### src/rtl/operand_fetch.sv
// Operand-fetch / register-read stage.
//
// Takes one decoded instruction at a time from decode and holds it until its
// sources are hazard-free. It then reads both operands from the architectural
// register file, bypassing any writeback that retires in the same cycle, and
// presents them to execute over a valid/ready handshake. A per-register
// pending-write scoreboard tracks destination writes that have been issued to
// execute but have not yet come back through writeback.
//
// Ports:
//   clk_i, reset_i         clock; asynchronous active-high reset
//   regx_i                 16 x 64-bit architectural register file contents
//   in_*                   decode handshake plus source/destination fields
//   wb_*                   writeback retire port (valid, index, data)
//   out_*                  execute handshake, operands and destination
//   err_spurious_wb_o      sticky flag: writeback to a register with no pending write
module operand_fetch #(
  parameter int unsigned CNT_W = 2
) (
  input  logic              clk_i,
  input  logic              reset_i,
  input  logic [15:0][63:0] regx_i,
  input  logic              in_valid_i,
  output logic              in_ready_o,
  input  logic [3:0]        in_src1_i,
  input  logic              in_src1_en_i,
  input  logic [3:0]        in_src2_i,
  input  logic              in_src2_en_i,
  input  logic [3:0]        in_dst_i,
  input  logic              in_dst_en_i,
  input  logic              wb_valid_i,
  input  logic [3:0]        wb_reg_i,
  input  logic [63:0]       wb_data_i,
  output logic              out_valid_o,
  input  logic              out_ready_i,
  output logic [63:0]       out_op1_o,
  output logic [63:0]       out_op2_o,
  output logic [3:0]        out_dst_o,
  output logic              out_dst_en_o,
  output logic              err_spurious_wb_o
);

  localparam logic [CNT_W-1:0] CntMax = '1;
  localparam logic [CNT_W-1:0] CntOne = CNT_W'(1);

  typedef enum logic [1:0] {StEmpty, StWait, StFull} state_e;

  state_e            state_q, state_d;
  logic [CNT_W-1:0]  cnt_q [16];
  logic [CNT_W-1:0]  cnt_d [16];

  // Instruction slot (the instruction waiting for its hazards to clear).
  logic [3:0]  src1_q, src2_q, dst_q;
  logic        src1_en_q, src2_en_q, dst_en_q;

  // Registered execute-side outputs.
  logic [63:0] op1_q, op2_q, op1_d, op2_d;
  logic [3:0]  out_dst_q;
  logic        out_dst_en_q;
  logic        err_q, err_d;

  logic        wb_hit1, wb_hit2;
  logic        src1_clr, src2_clr, dst_ok;
  logic        issue, fire, accept;

  assign wb_hit1 = wb_valid_i & (wb_reg_i == src1_q);
  assign wb_hit2 = wb_valid_i & (wb_reg_i == src2_q);

  // A source with exactly one pending write is clear if that write retires
  // this cycle; the operand is then taken from the bypass.
  assign src1_clr = !src1_en_q || (cnt_q[src1_q] == '0) || ((cnt_q[src1_q] == CntOne) && wb_hit1);
  assign src2_clr = !src2_en_q || (cnt_q[src2_q] == '0) || ((cnt_q[src2_q] == CntOne) && wb_hit2);
  assign dst_ok   = !dst_en_q || (cnt_q[dst_q] != CntMax);

  assign issue  = (state_q == StWait) && src1_clr && src2_clr && dst_ok;
  assign fire   = (state_q == StFull) && out_ready_i;
  assign in_ready_o = !reset_i && ((state_q == StEmpty) || fire);
  assign accept = in_valid_i && in_ready_o;

  always_comb begin
    op1_d = '0;
    op2_d = '0;
    if (src1_en_q) op1_d = wb_hit1 ? wb_data_i : regx_i[src1_q];
    if (src2_en_q) op2_d = wb_hit2 ? wb_data_i : regx_i[src2_q];
  end

  always_comb begin
    state_d = state_q;
    unique case (state_q)
      StEmpty: if (accept) state_d = StWait;
      StWait:  if (issue)  state_d = StFull;
      StFull:  if (fire)   state_d = in_valid_i ? StWait : StEmpty;
      default: state_d = StEmpty;
    endcase
  end

  // Scoreboard: fire increments the destination, writeback decrements its
  // register; both on the same register cancel out.
  always_comb begin
    for (int unsigned r = 0; r < 16; r++) begin
      logic inc, dec;
      inc = fire && out_dst_en_q && (out_dst_q == 4'(r));
      dec = wb_valid_i && (wb_reg_i == 4'(r)) && (cnt_q[r] != '0);
      cnt_d[r] = cnt_q[r];
      if (inc && !dec) begin
        cnt_d[r] = cnt_q[r] + CntOne;
      end else if (dec && !inc) begin
        cnt_d[r] = cnt_q[r] - CntOne;
      end
    end
    err_d = err_q || (wb_valid_i && (cnt_q[wb_reg_i] == '0));
  end

  always_ff @(posedge clk_i or posedge reset_i) begin
    if (reset_i) begin
      state_q      <= StEmpty;
      err_q        <= 1'b0;
      src1_q       <= '0;
      src2_q       <= '0;
      dst_q        <= '0;
      src1_en_q    <= 1'b0;
      src2_en_q    <= 1'b0;
      dst_en_q     <= 1'b0;
      op1_q        <= '0;
      op2_q        <= '0;
      out_dst_q    <= '0;
      out_dst_en_q <= 1'b0;
      for (int unsigned r = 0; r < 16; r++) cnt_q[r] <= '0;
    end else begin
      state_q <= state_d;
      err_q   <= err_d;
      for (int unsigned r = 0; r < 16; r++) cnt_q[r] <= cnt_d[r];
      if (accept) begin
        src1_q    <= in_src1_i;
        src1_en_q <= in_src1_en_i;
        src2_q    <= in_src2_i;
        src2_en_q <= in_src2_en_i;
        dst_q     <= in_dst_i;
        dst_en_q  <= in_dst_en_i;
      end
      if (issue) begin
        op1_q        <= op1_d;
        op2_q        <= op2_d;
        out_dst_q    <= dst_q;
        out_dst_en_q <= dst_en_q;
      end
    end
  end

  assign out_valid_o       = (state_q == StFull);
  assign out_op1_o         = op1_q;
  assign out_op2_o         = op2_q;
  assign out_dst_o         = out_dst_q;
  assign out_dst_en_o      = out_dst_en_q;
  assign err_spurious_wb_o = err_q;

endmodule

### config.mk
export PLATFORM = sky130hd
export DESIGN_NAME = operand_fetch
export DESIGN_NICKNAME = d
export VERILOG_FILES = /design/src/rtl/operand_fetch.sv
export SDC_FILE = /design/constraint.sdc
export NUM_CORES = 1
export LEC_CHECK = 0
export BUFFER_PORTS_ARGS = -buffer_cell sky130_fd_sc_hd__buf_2
export CAP_MARGIN = 20
export CELL_PAD_IN_SITES_DETAIL_PLACEMENT = 0
export CELL_PAD_IN_SITES_GLOBAL_PLACEMENT = 2
export CORE_AREA = 2 2 488 490
export CTS_CLUSTER_SIZE = 16
export DETAILED_ROUTE_END_ITERATION = 12
export DIE_AREA = 0 0 490 492
export PLACE_DENSITY_LB_ADDON = 0.12
export SLEW_MARGIN = 20
export SYNTH_ARGS = -nofsm -noshare
export SYNTH_HDL_FRONTEND = slang
export SYNTH_SLANG_ARGS = --single-unit
### constraint.sdc
create_clock -name clk_i -period 17.5 [get_ports clk_i]
set_input_delay 4.375 -clock clk_i [delete_from_list [all_inputs] [get_ports clk_i]]
set_output_delay 4.375 -clock clk_i [all_outputs]
set_load 0.02 [all_outputs]
==> results of run 1 <==
cell families (layout without fill, tap and decap cells):
| family | after synthesis | in the layout | share of synthesized area, % |
|---|---|---|---|
| AOI/OAI and AO/OA | 365 | 365 | 12.2 |
| muxes | 682 | 682 | 58.4 |
| xor gates and xnor gates | 56 | 56 | 2.01 |
| other | 0 | 54 | 0 |
| and+or+nand+nor | 179 | 179 | 3.32 |
| DFF | 183 | 183 | 18.7 |
| adders and majority gates | 16 | 16 | 0.818 |
| buffers and inverters | 244 | 1339 | 4.59 |
metrics by stage:
| step | setup WS [ns] | hold WS [ns] | util (%) | cell area (µm²) | total power, mW |
|---|---|---|---|---|---|
| finish | 8.04 | 0.471 | 14.7 | 34800 | 5.97 |
| global route | 8.04 | 0.504 | 14.7 | 34700 | 6.40 |
| CTS | 8.06 | 0.471 | 14.7 | 34700 | 6.22 |
| detailed placement | 8.07 | 0.445 | 14.4 | 34100 | 5.71 |
| global placement | 8.09 | 0.447 | 14.4 | 34100 | 5.75 |
| floorplan | 8.15 | 0.492 | - | 24500 | 3.81 |
state kept, by name, summed over array words and instances (netlist names):
name               cells
src2_q                 4
err_spurious_wb_o      1
src1_en_q              1
dst_en_q               1
src2_en_q              1
state_q                2
out_op2_o             64
out_op1_o             64
out_dst_en_o           1
out_dst_o              4
cnt_q                 32
dst_q                  4
src1_q                 4
power by group through the flow:
stage | sequential (mW) | clock, mW | combinational [mW]
floorplan | 0.773 | 0 | 3.04
global placement | 0.907 | 0 | 4.84
detailed placement | 0.903 | 0 | 4.81
CTS | 0.896 | 0.502 | 4.82
global route | 0.915 | 0.509 | 4.98
finish | 0.876 | 0.460 | 4.63
final cells by class:
cell class / count / area share [%]
diodes: 54 / 0.388
flip-flops and latches: 183 / 13.2
repair buffers: 1300 / 19.2
well taps: 3167 / 11.4
clock inverters: 14 / 0.446
clock buffers: 18 / 1.23
inverters: 7 / 0.0971
multi-input cells: 1298 / 54.1
metal layers:
| metal | up-vias | routed length [µm] | global-route usage, % |
|---|---|---|---|
| li1 | 9959 | - | - |
| met1 | 13100 | 80300 | 19.2 |
| met2 | 1222 | 107000 | 30.5 |
| met3 | 359 | 16300 | 5.94 |
| met4 | 126 | 3390 | 2.22 |
| met5 | - | 779 | 0 |
cell usage in the layout, fill, tap and decap left out, types with 7 or more instances in the layout:
master and n:
o211ai_1 10, xor2_1 37, clkbuf_16 17, a211oi_1 7, diode_2 54, a21oi_1 10, xnor2_1 19, a221oi_1 64
mux4_2 594, dfrtp_1 177, ha_1 16, mux2i_1 70, buf_2 1247, buf_4 51, nor2_1 45, o2bb2ai_1 64
a32o_1 64, o21ai_1 10, nor3_1 14, nand2_1 83, mux2_2 14, o21ai_0 58, a22o_1 64
worst max-delay path: stages:
cell	delay, ns
buf_2	0.12
nor2_1	0.09
nor3_1	0.26
buf_2	0.23
worst paths after layout:
check	endpoint	slack (ns)	cells after the start
max	in_ready_o	8.04	4
min	err_spurious_wb_o	0.47	1
max reg2reg	out_op1_o[0]	12.76	8
min reg2reg	err_spurious_wb_o	0.47	1
max in group asynchronous	out_op2_o[39]	11.62	4
min in group asynchronous	state_q[0]	3.84	2
==> impl_metrics.csv, run 1 <==
group,metric,value,unit
run_status,outcome,"complete, no violations",
layout,drive_gt1_share,69.4,%
timing,tightest_slew,1.05,ns
placed_design,portBuffers,1247,
cts,clock_sinks,183,
layout,register_area,4600,µm²
cts,htree_levels,4,
detailed_routing,vias,24700,
setup_path,cp-start-kind,"primary input",
yosys,synthArstFlopShare,100,%
flow_run,max-cap-violations,0,
setup_path,cp.required,13.12,ns
detailed_routing,antenna_left,0,
yosys,synth_cell_types,50,
cts,root_buffer,"clkbuf_16",
power_and_ir_drop,internal-power,2.84,mW
timing,finalCritPeriodShare,54.0,%
yosys,synth_edf_count,0,
yosys,ys_seq_area_share,18.7,%
layout,final_cells,6041,
grt,grt_max_degree,80,
yosys,synth_area_per_cell,14.2,µm²
setup_path,cp.arrival,5.08,ns
timing,rsz0062_at_grt,"no",
hold_path,hold_start,"err_spurious_wb_o",
timing,hold_viol_final,0,
floorplan,fp.dieH,492,µm
detailed_routing,totalWireLength,208000,µm
yosys,ys_warn_count,0,
timing,slew_violations,0,
timing,relSlewSlack,29.9,%
yosys,synth_fp_nets,2853,
yosys,synth_top_cell_area_share,54.7,%
cts,cts_tree,"built",
floorplan,initial_core_util,10.4,%
floorplan,io_pins,1248,
layout,finalNetCount,3935,
yosys,synthCells,1725,
grt,track_usage,16.8,%
cts,clock_latency,0.58,ns
power_and_ir_drop,ir_drop,0.0804,mV
yosys,ys_ff_latch,183,
grt,grt_pass1_wl,272000,µm
grt,grt_overflow,0,
setup_path,crit_type,"primary input to primary output",
power_and_ir_drop,clkPwrFrac,7.7,%
layout,multi_input_area,18800,µm²
detailed_routing,drcViolationCount,0,
floorplan,rows,179,
cts,post_cts_resize_count,0,
timing,clock_skew,0.0255,ns
yosys,synth_area,24500,µm²
detailed_routing,first_pass_iters,5,
timing,setup-tns-final,0,ns
placed_design,gp_congestion,0.810,
cts,clk_pin_slew,0.09,ns
cts,numCtsBuffers,17,
yosys,synth_top_cell_by_area,"mux4_2",
yosys,synth_commonest_cells,"mux4_2 (594), dfrtp_1 (183), clkbuf_1 (106)",
yosys,ys.flop_type,"dfrtp_1",
power_and_ir_drop,seqPwrFrac,14.7,%
floorplan,core-area,236000,µm²
timing,fmax,106,MHz
power_and_ir_drop,leakage,13.9,nW
layout,n_fill_cell,26700,
setup_path,crit_fanout,3,
detailed_routing,drtIter0Drc,1412,
floorplan,die_area,241000,µm²
timing,period_minus_slack,9.46,ns
cts,postCtsSetupRepairBufs,0,
cts,clockBufferDepth,2,
power_and_ir_drop,p_comb_share,77.6,%
power_and_ir_drop,p_switching,3.13,mW
layout,syn_to_final_growth,42.2,%
floorplan,fp.dieW,490,µm
grt,antenna_found_initial,220,
power_and_ir_drop,swShare,52.4,%
hold_path,hp-class,"flop to flop",
setup_path,startpoint,"out_ready_i",
detailed_routing,routedWlPerCell,34.4,µm
placed_design,hpwl,170000,µm
setup_path,r2r_start,"src2_q[2]",
yosys,synth_most_common_cell,"mux4_2",
detailed_routing,viasPerCell,4.09,
setup_path,end_kind,"primary output",
placed_design,place_inst,5955,
power_and_ir_drop,powerDensity,172,nW/µm²
cts,ctsHoldBuffers,0,
yosys,synthTopCellsByArea,"mux4_2 (55%), dfrtp_1 (19%), mux2i_1 (2.9%)",
grt,grt_pass1_vias,26200,
timing,setup_viol,0,
(Power assumes the default switching activity.)
==> run 2: changes to the inputs <==
--- a/config.mk
+++ b/config.mk
@@ -5,14 +5,15 @@
 export SDC_FILE = /design/constraint.sdc
 export NUM_CORES = 1
 export LEC_CHECK = 0
+export ABC_AREA = 1
 export BUFFER_PORTS_ARGS = -buffer_cell sky130_fd_sc_hd__buf_2
 export CAP_MARGIN = 20
 export CELL_PAD_IN_SITES_DETAIL_PLACEMENT = 0
 export CELL_PAD_IN_SITES_GLOBAL_PLACEMENT = 2
-export CORE_AREA = 2 2 488 490
+export CORE_AREA = 2 2 486 488
 export CTS_CLUSTER_SIZE = 16
 export DETAILED_ROUTE_END_ITERATION = 12
-export DIE_AREA = 0 0 490 492
+export DIE_AREA = 0 0 488 490
 export PLACE_DENSITY_LB_ADDON = 0.12
 export SLEW_MARGIN = 20
 export SYNTH_ARGS = -nofsm -noshare
==> constraint.sdc (replaced) <==
create_clock -name clk_i -period 9.6 [get_ports clk_i]
set_input_delay 2.4 -clock clk_i [delete_from_list [all_inputs] [get_ports clk_i]]
set_output_delay 2.4 -clock clk_i [all_outputs]
set_load 0.02 [all_outputs]
==> run 2 against run 1 <==
Setup slack worse by 3.8 ns. Synthesized cell count increased to 3.0 times the previous value. Clock skew down 0.010 ns. Die area shrank 0.81%. Worst hold slack improved by 0.016 ns. Routed wire length increased by 52%. Largest power group unchanged. Global-route usage increased by 8.6 points. Synthesized area rose by 14%. Critical path depth stayed put. Combinational power grew to 2.6 times the previous value.
==> impl_metrics.csv, run 2 <==
group,metric,value,unit
yosys,synth_area_per_cell,5.41,µm²
run_status,outcome,"complete, no violations",
layout,n_fill_cell,27800,
detailed_routing,first_pass_iters,6,
yosys,synth_fp_nets,6300,
floorplan,fp.dieW,488,µm
timing,finalCritPeriodShare,56.1,%
grt,antenna_found_initial,439,
setup_path,path_common_cell,"buf_2",
detailed_routing,drtIter0Drc,5036,
layout,final_cell_mix,"nand2_1 (1395), buf_2 (1247), nand3_1 (1005)",
cts,clk_pin_slew,0.08,ns
floorplan,rows,178,
layout,final_cells,9324,
cts,post_cts_resize_count,0,
timing,setup_viol,0,
placed_design,portBuffers,1247,
floorplan,initial_core_util,12.0,%
power_and_ir_drop,ir_drop,0.220,mV
grt,grt_overflow,0,
detailed_routing,drcViolationCount,0,
grt,grt_max_degree,148,
setup_path,r2r_start,"src1_q[0]",
floorplan,core-area,234000,µm²
yosys,synth_edf_count,0,
layout,final_common_cell,"nand2_1",
setup_path,cp.arrival,2.99,ns
setup_path,crit_family,"buffers and inverters",
floorplan,io_pins,1248,
yosys,ys_seq_area_share,16.4,%
setup_path,crit_buf_inv,3,
setup_path,crit_fanout,3,
yosys,ys_warn_count,0,
detailed_routing,antenna_left,0,
hold_path,hp-class,"flop to flop",
timing,setup-tns-final,0,ns
timing,hold_slack,0.486,ns
yosys,synthTopCellsByArea,"nand2_1 (19%), nand3_1 (18%), dfrtp_1 (16%)",
placed_design,place_inst,9131,
detailed_routing,totalWireLength,317000,µm
timing,tightest_slew,1.24,ns
grt,grt_pass1_vias,41500,
cts,cts_tree,"built",
timing,slew_violations,0,
power_and_ir_drop,powerDensity,389,nW/µm²
cts,clock_sinks,183,
placed_design,gp_congestion,0.883,
yosys,synthArstFlopShare,100,%
cts,ctsHoldBuffers,0,
hold_path,worstHoldEndpoint,"err_spurious_wb_o",
flow_run,max-cap-violations,0,
detailed_routing,routedWlPerCell,34.0,µm
timing,rsz0062_at_grt,"no",
yosys,ys_ff_latch,183,
power_and_ir_drop,power,14.7,mW
setup_path,slowest_stage,"a211oi_1",
setup_path,end_kind,"primary output",
setup_path,cp.required,7.20,ns
setup_path,rr_worst_depth,9,
grt,track_usage,25.4,%
cts,clockBufferDepth,2,
setup_path,r2r_setup_slack,4.82,ns
detailed_routing,viasPerCell,4.80,
timing,period_minus_slack,5.39,ns
floorplan,die_area,239000,µm²
yosys,synth_top_cell_area_share,18.7,%
hold_path,hold_start,"err_spurious_wb_o",
setup_path,crit_chain,"buf_2 -> inv_1 -> a211oi_1 -> buf_2",
layout,drive_gt1_share,23.0,%
detailed_routing,vias,44800,
setup_path,cp-start-kind,"primary input",
cts,root_buffer,"clkbuf_16",
yosys,synth_cell_types,32,
timing,fmax,186,MHz
placed_design,hpwl,246000,µm
timing,hold_viol_final,0,
yosys,synth_top_cell_by_area,"nand2_1",
yosys,synthCells,5172,
power_and_ir_drop,leakage,16.9,nW
layout,finalNetCount,7128,
cts,htree_levels,4,
cts,clock_latency,0.50,ns
setup_path,r2r-end,"out_op1_o[0]",
setup_path,slowest_delay,0.25,ns
yosys,synth_area,28000,µm²
yosys,synth_commonest_cells,"nand2_1 (1395), nand3_1 (1007), nor2_1 (685)",
yosys,ys.flop_type,"dfrtp_1",
layout,syn_to_final_growth,34.6,%
cts,postCtsSetupRepairBufs,0,
timing,relSlewSlack,17.6,%
grt,grt_pass1_wl,414000,µm
cts,numCtsBuffers,17,
hold_path,hold_depth,1,
layout,fin_util,16.1,%
setup_path,crit_type,"primary input to primary output",
timing,clock_skew,0.0155,ns
yosys,synth_most_common_cell,"nand2_1",
floorplan,fp.dieH,490,µm
[run 2: cell count changes after synthesis, sizes merged, moves of 70 or more]
cell / delta
o21ai: +613
mux4: -594
a21oi: +208
o221ai: +277
nand2: +1313
nand3: +999
buf: +100
mux2i: -70
nor2: +640
inv: +91
clkbuf: +175
[run 2: per-layer routing]
layer  vias to the layer above  routed length, µm  GRT usage [%]
li1                      19700                  -              -
met1                     22000             148000           36.2
met2                      2224             130000           36.6
met3                       628              29200           8.18
met4                       208               7620           5.64
met5                         -               1290              0
[run 2: worst max path at each step]
stage / from / to / slack (ns) / cells past startpoint
floorplan: reset_i / cnt_q[0] / 2.23 / 1
global placement: wb_reg_i[1] / out_op1_o[16] / 3.65 / 14
detailed placement: wb_reg_i[1] / out_op1_o[5] / 3.69 / 14
CTS: out_ready_i / in_ready_o / 4.20 / 4
global route: wb_reg_i[1] / out_op1_o[23] / 3.88 / 14
finish: out_ready_i / in_ready_o / 4.21 / 4
[run 2: cells by family after synthesis]
logic type | share of synthesized area [%]
AO/OA/AOI/OAI | 26.2
XOR/XNOR | 1.06
adder cells (fa/ha/maj) | 0.715
buffers and inverters | 9.53
flip-flops | 16.4
multiplexers | 0.0402
AND/OR/NAND/NOR | 46.1
[run 2: report_power, final]
part,leakage [nW],switching [mW],internal [mW]
registers,2.29,0.569,1.09
logic,14.3,9.36,2.86
clock network,0.280,0.396,0.376
total,16.9,10.3,4.33
[run 2: area by class of cell]
cell class | count | area, µm² | area share [%]
Antenna cell | 162 | 405 | 1.08
Clock buffer | 20 | 457 | 1.21
Inverter | 100 | 445 | 1.18
Sequential cell | 183 | 4610 | 12.2
Multi-Input combinational cell | 4377 | 20800 | 55.2
Timing Repair Buffer | 1321 | 6910 | 18.3
Clock inverter | 11 | 119 | 0.315
Tap cell | 3150 | 3940 | 10.5
[run 2: per-stage QoR]
| stage | worst slack [ns] | instance area [µm²] |
|---|---|---|
| 3_3_place_gp | 3.65 | 36700 |
| 5_1_grt | 3.88 | 37500 |
| 4_1_cts | 4.20 | 37300 |
| 6_report | 4.21 | 37700 |
| 3_5_place_dp | 3.69 | 36700 |
| 2_1_floorplan | 2.23 | 28000 |
==> run 3: changes to the inputs <==
==> constraint.sdc (replaced) <==
create_clock -name clk_i -period 5.6 [get_ports clk_i]
set_input_delay 1.4 -clock clk_i [delete_from_list [all_inputs] [get_ports clk_i]]
set_output_delay 1.4 -clock clk_i [all_outputs]
set_load 0.02 [all_outputs]
==> run 3 against run 2 <==
Combinational power rose by 74%. Register-to-register slack got worse by 3.1 ns. Sequential cell count did not move. Global-route usage rose by 0.15 points. Largest cell class unchanged.
==> impl_metrics.csv, run 3 (same netlist as run 2, synthesis figures left out) <==
group,metric,value,unit
timing,period_minus_slack,3.91,ns
setup_path,crit_type,"flop to flop",
setup_path,cp.required,6.01,ns
grt,use_met3,7.77,%
setup_path,cp-start-kind,"flop",
detailed_routing,routedWlPerCell,34.3,µm
floorplan,die_area,239000,µm²
placed_design,portBuffers,1247,
hold_path,hold_depth,2,
layout,postLayoutCellArea,38000,µm²
timing,relSlewSlack,17.9,%
grt,use_met2,36.7,%
grt,met1_usage,36.6,%
timing,tightest_slew,1.23,ns
power_and_ir_drop,leakage,17.0,nW
cts,post_cts_resize_count,0,
detailed_routing,drtIter0Drc,4630,
cts,htree_levels,4,
floorplan,core-area,234000,µm²
layout,drive_gt1_share,23.3,%
grt,grt_pass1_vias,41600,
timing,rsz0062_at_grt,"no",
floorplan,io_pins,1248,
timing,hold_viol_final,0,
setup_path,r2r-end,"out_op2_o[34]",
detailed_routing,viasPerCell,4.81,
floorplan,rows,178,
layout,finalNetCount,7145,
hold_path,hold_start,"out_op2_o[59]",
layout,final_cell_mix,"nand2_1 (1394), buf_2 (1247), nand3_1 (1005)",
grt,grt_pass1_wl,416000,µm
layout,syn_to_final_growth,35.8,%
setup_path,path_common_cell,"nand3_1",
setup_path,slowest_delay,0.79,ns
setup_path,cp.arrival,4.31,ns
cts,ctsHoldBuffers,0,
hold_path,hp-class,"flop to flop",
detailed_routing,antenna_left,0,
setup_path,crit_family,"buffers and inverters",
cts,clk_pin_slew,0.08,ns
power_and_ir_drop,ir_drop,0.426,mV
setup_path,crit_buf_inv,2,
placed_design,gp_congestion,0.909,
floorplan,fp.dieW,488,µm
timing,setup-tns-final,0,ns
grt,gr-max-usage-layer,"met2",
setup_path,r2r_start,"src2_q[0]",
grt,track_usage,25.5,%
placed_design,dpl_cell_area,37000,µm²
setup_path,crit_chain,"inv_8 -> buf_4 -> o21ai_0 -> o221ai_1 -> nand3_1 -> nand3_1 -> nand2_1 -> o21ai_1",
placed_design,hpwl,249000,µm
setup_path,slowest_stage,"dfrtp_4",
timing,slew_violations,0,
cts,root_buffer,"clkbuf_16",
timing,setup_viol,0,
timing,hold_slack,0.485,ns
timing,final.setup.worst_slack,1.69,ns
layout,final_common_cell,"nand2_1",
detailed_routing,first_pass_iters,6,
cts,postCtsSetupRepairBufs,0,
setup_path,startpoint,"src2_q[0]",
cts,clockBufferDepth,2,
floorplan,initial_core_util,12.0,%
floorplan,fp.dieH,490,µm
grt,grt_overflow,0,
cts,cts_tree,"built",
layout,fin_util,16.2,%
cts,clock_sinks,183,
setup_path,rr_worst_depth,8,
setup_path,crit_fanout,58,
cts,numCtsBuffers,17,
grt,grt_max_degree,143,
timing,clock_skew,0.0186,ns
setup_path,r2r_setup_slack,1.69,ns
grt,antenna_found_initial,433,
detailed_routing,vias,44900,
detailed_routing,totalWireLength,321000,µm
run_status,outcome,"complete, no violations",
timing,finalCritPeriodShare,69.7,%
timing,fmax,256,MHz
flow_run,max-cap-violations,0,
placed_design,dp_slack,1.24,ns
setup_path,end_kind,"flop",
power_and_ir_drop,powerDensity,671,nW/µm²
cts,clock_latency,0.50,ns
detailed_routing,drcViolationCount,0,
hold_path,worstHoldEndpoint,"out_op2_o[59]",
==> run 3: changes by cell type in the layout (fill, tap and decap cells not counted), moves of 3 or more <==
| cell | delta |
|---|---|
| diode_2 | +6 |
| buf_12 | +12 |
| a21oi_1 | -3 |
| buf_4 | +6 |
| a21oi_2 | +3 |
| clkinv_4 | -4 |
==> run 3: metrics by stage <==
stage / instances / power [mW]
after floorplan: 5172 / 13.5
after global placement: 9147 / 24.2
after detailed placement: 9147 / 24.1
after CTS: 9179 / 25.6
after global routing: 9269 / 27.2
final: 9348 / 25.5
==> run 3: power breakdown <==
group	leakage, nW	switching, mW	internal [mW]
Clock	0.299	0.676	0.725
Sequential	2.29	1.01	1.86
Combinational	14.4	16.2	5.05
Total	17.0	17.9	7.64
==> run 3: layer usage <==
| metal | routed length (µm) | part of all wire (%) |
|---|---|---|
| met2 | 132000 | 41 |
| met4 | 7910 | 2.5 |
| met1 | 151000 | 47 |
| met3 | 28300 | 8.8 |
| met5 | 1310 | 0.41 |
==> run 3: area by class of cell <==
type                            count  area [µm²]
Sequential cell                   183        4610
Timing Repair Buffer             1338        7190
Inverter                          100         443
Clock buffer                       20         447
Tap cell                         3150        3940
Fill cell                       27800      196000
Clock inverter                     12         166
Multi-Input combinational cell   4377       20800
Antenna cell                      168         420
==> run 3: worst max path at each step <==
stage / slack [ns] / cells after the start / end
6_report: 1.69 / 8 / out_op2_o[34]
5_1_grt: 1.49 / 9 / out_op2_o[63]
4_1_cts: 1.59 / 9 / out_op2_o[11]
3_5_place_dp: 1.24 / 10 / out_op1_o[37]
3_3_place_gp: 1.29 / 10 / out_op1_o[37]
2_1_floorplan: 1.85 / 1 / cnt_q[0]
==> run 3: worst min-delay path, cell delays in order (launching register included) <==
cell and delay, ns:
dfrtp_1 0.34, nand2_1 0.05, o21ai_1 0.06
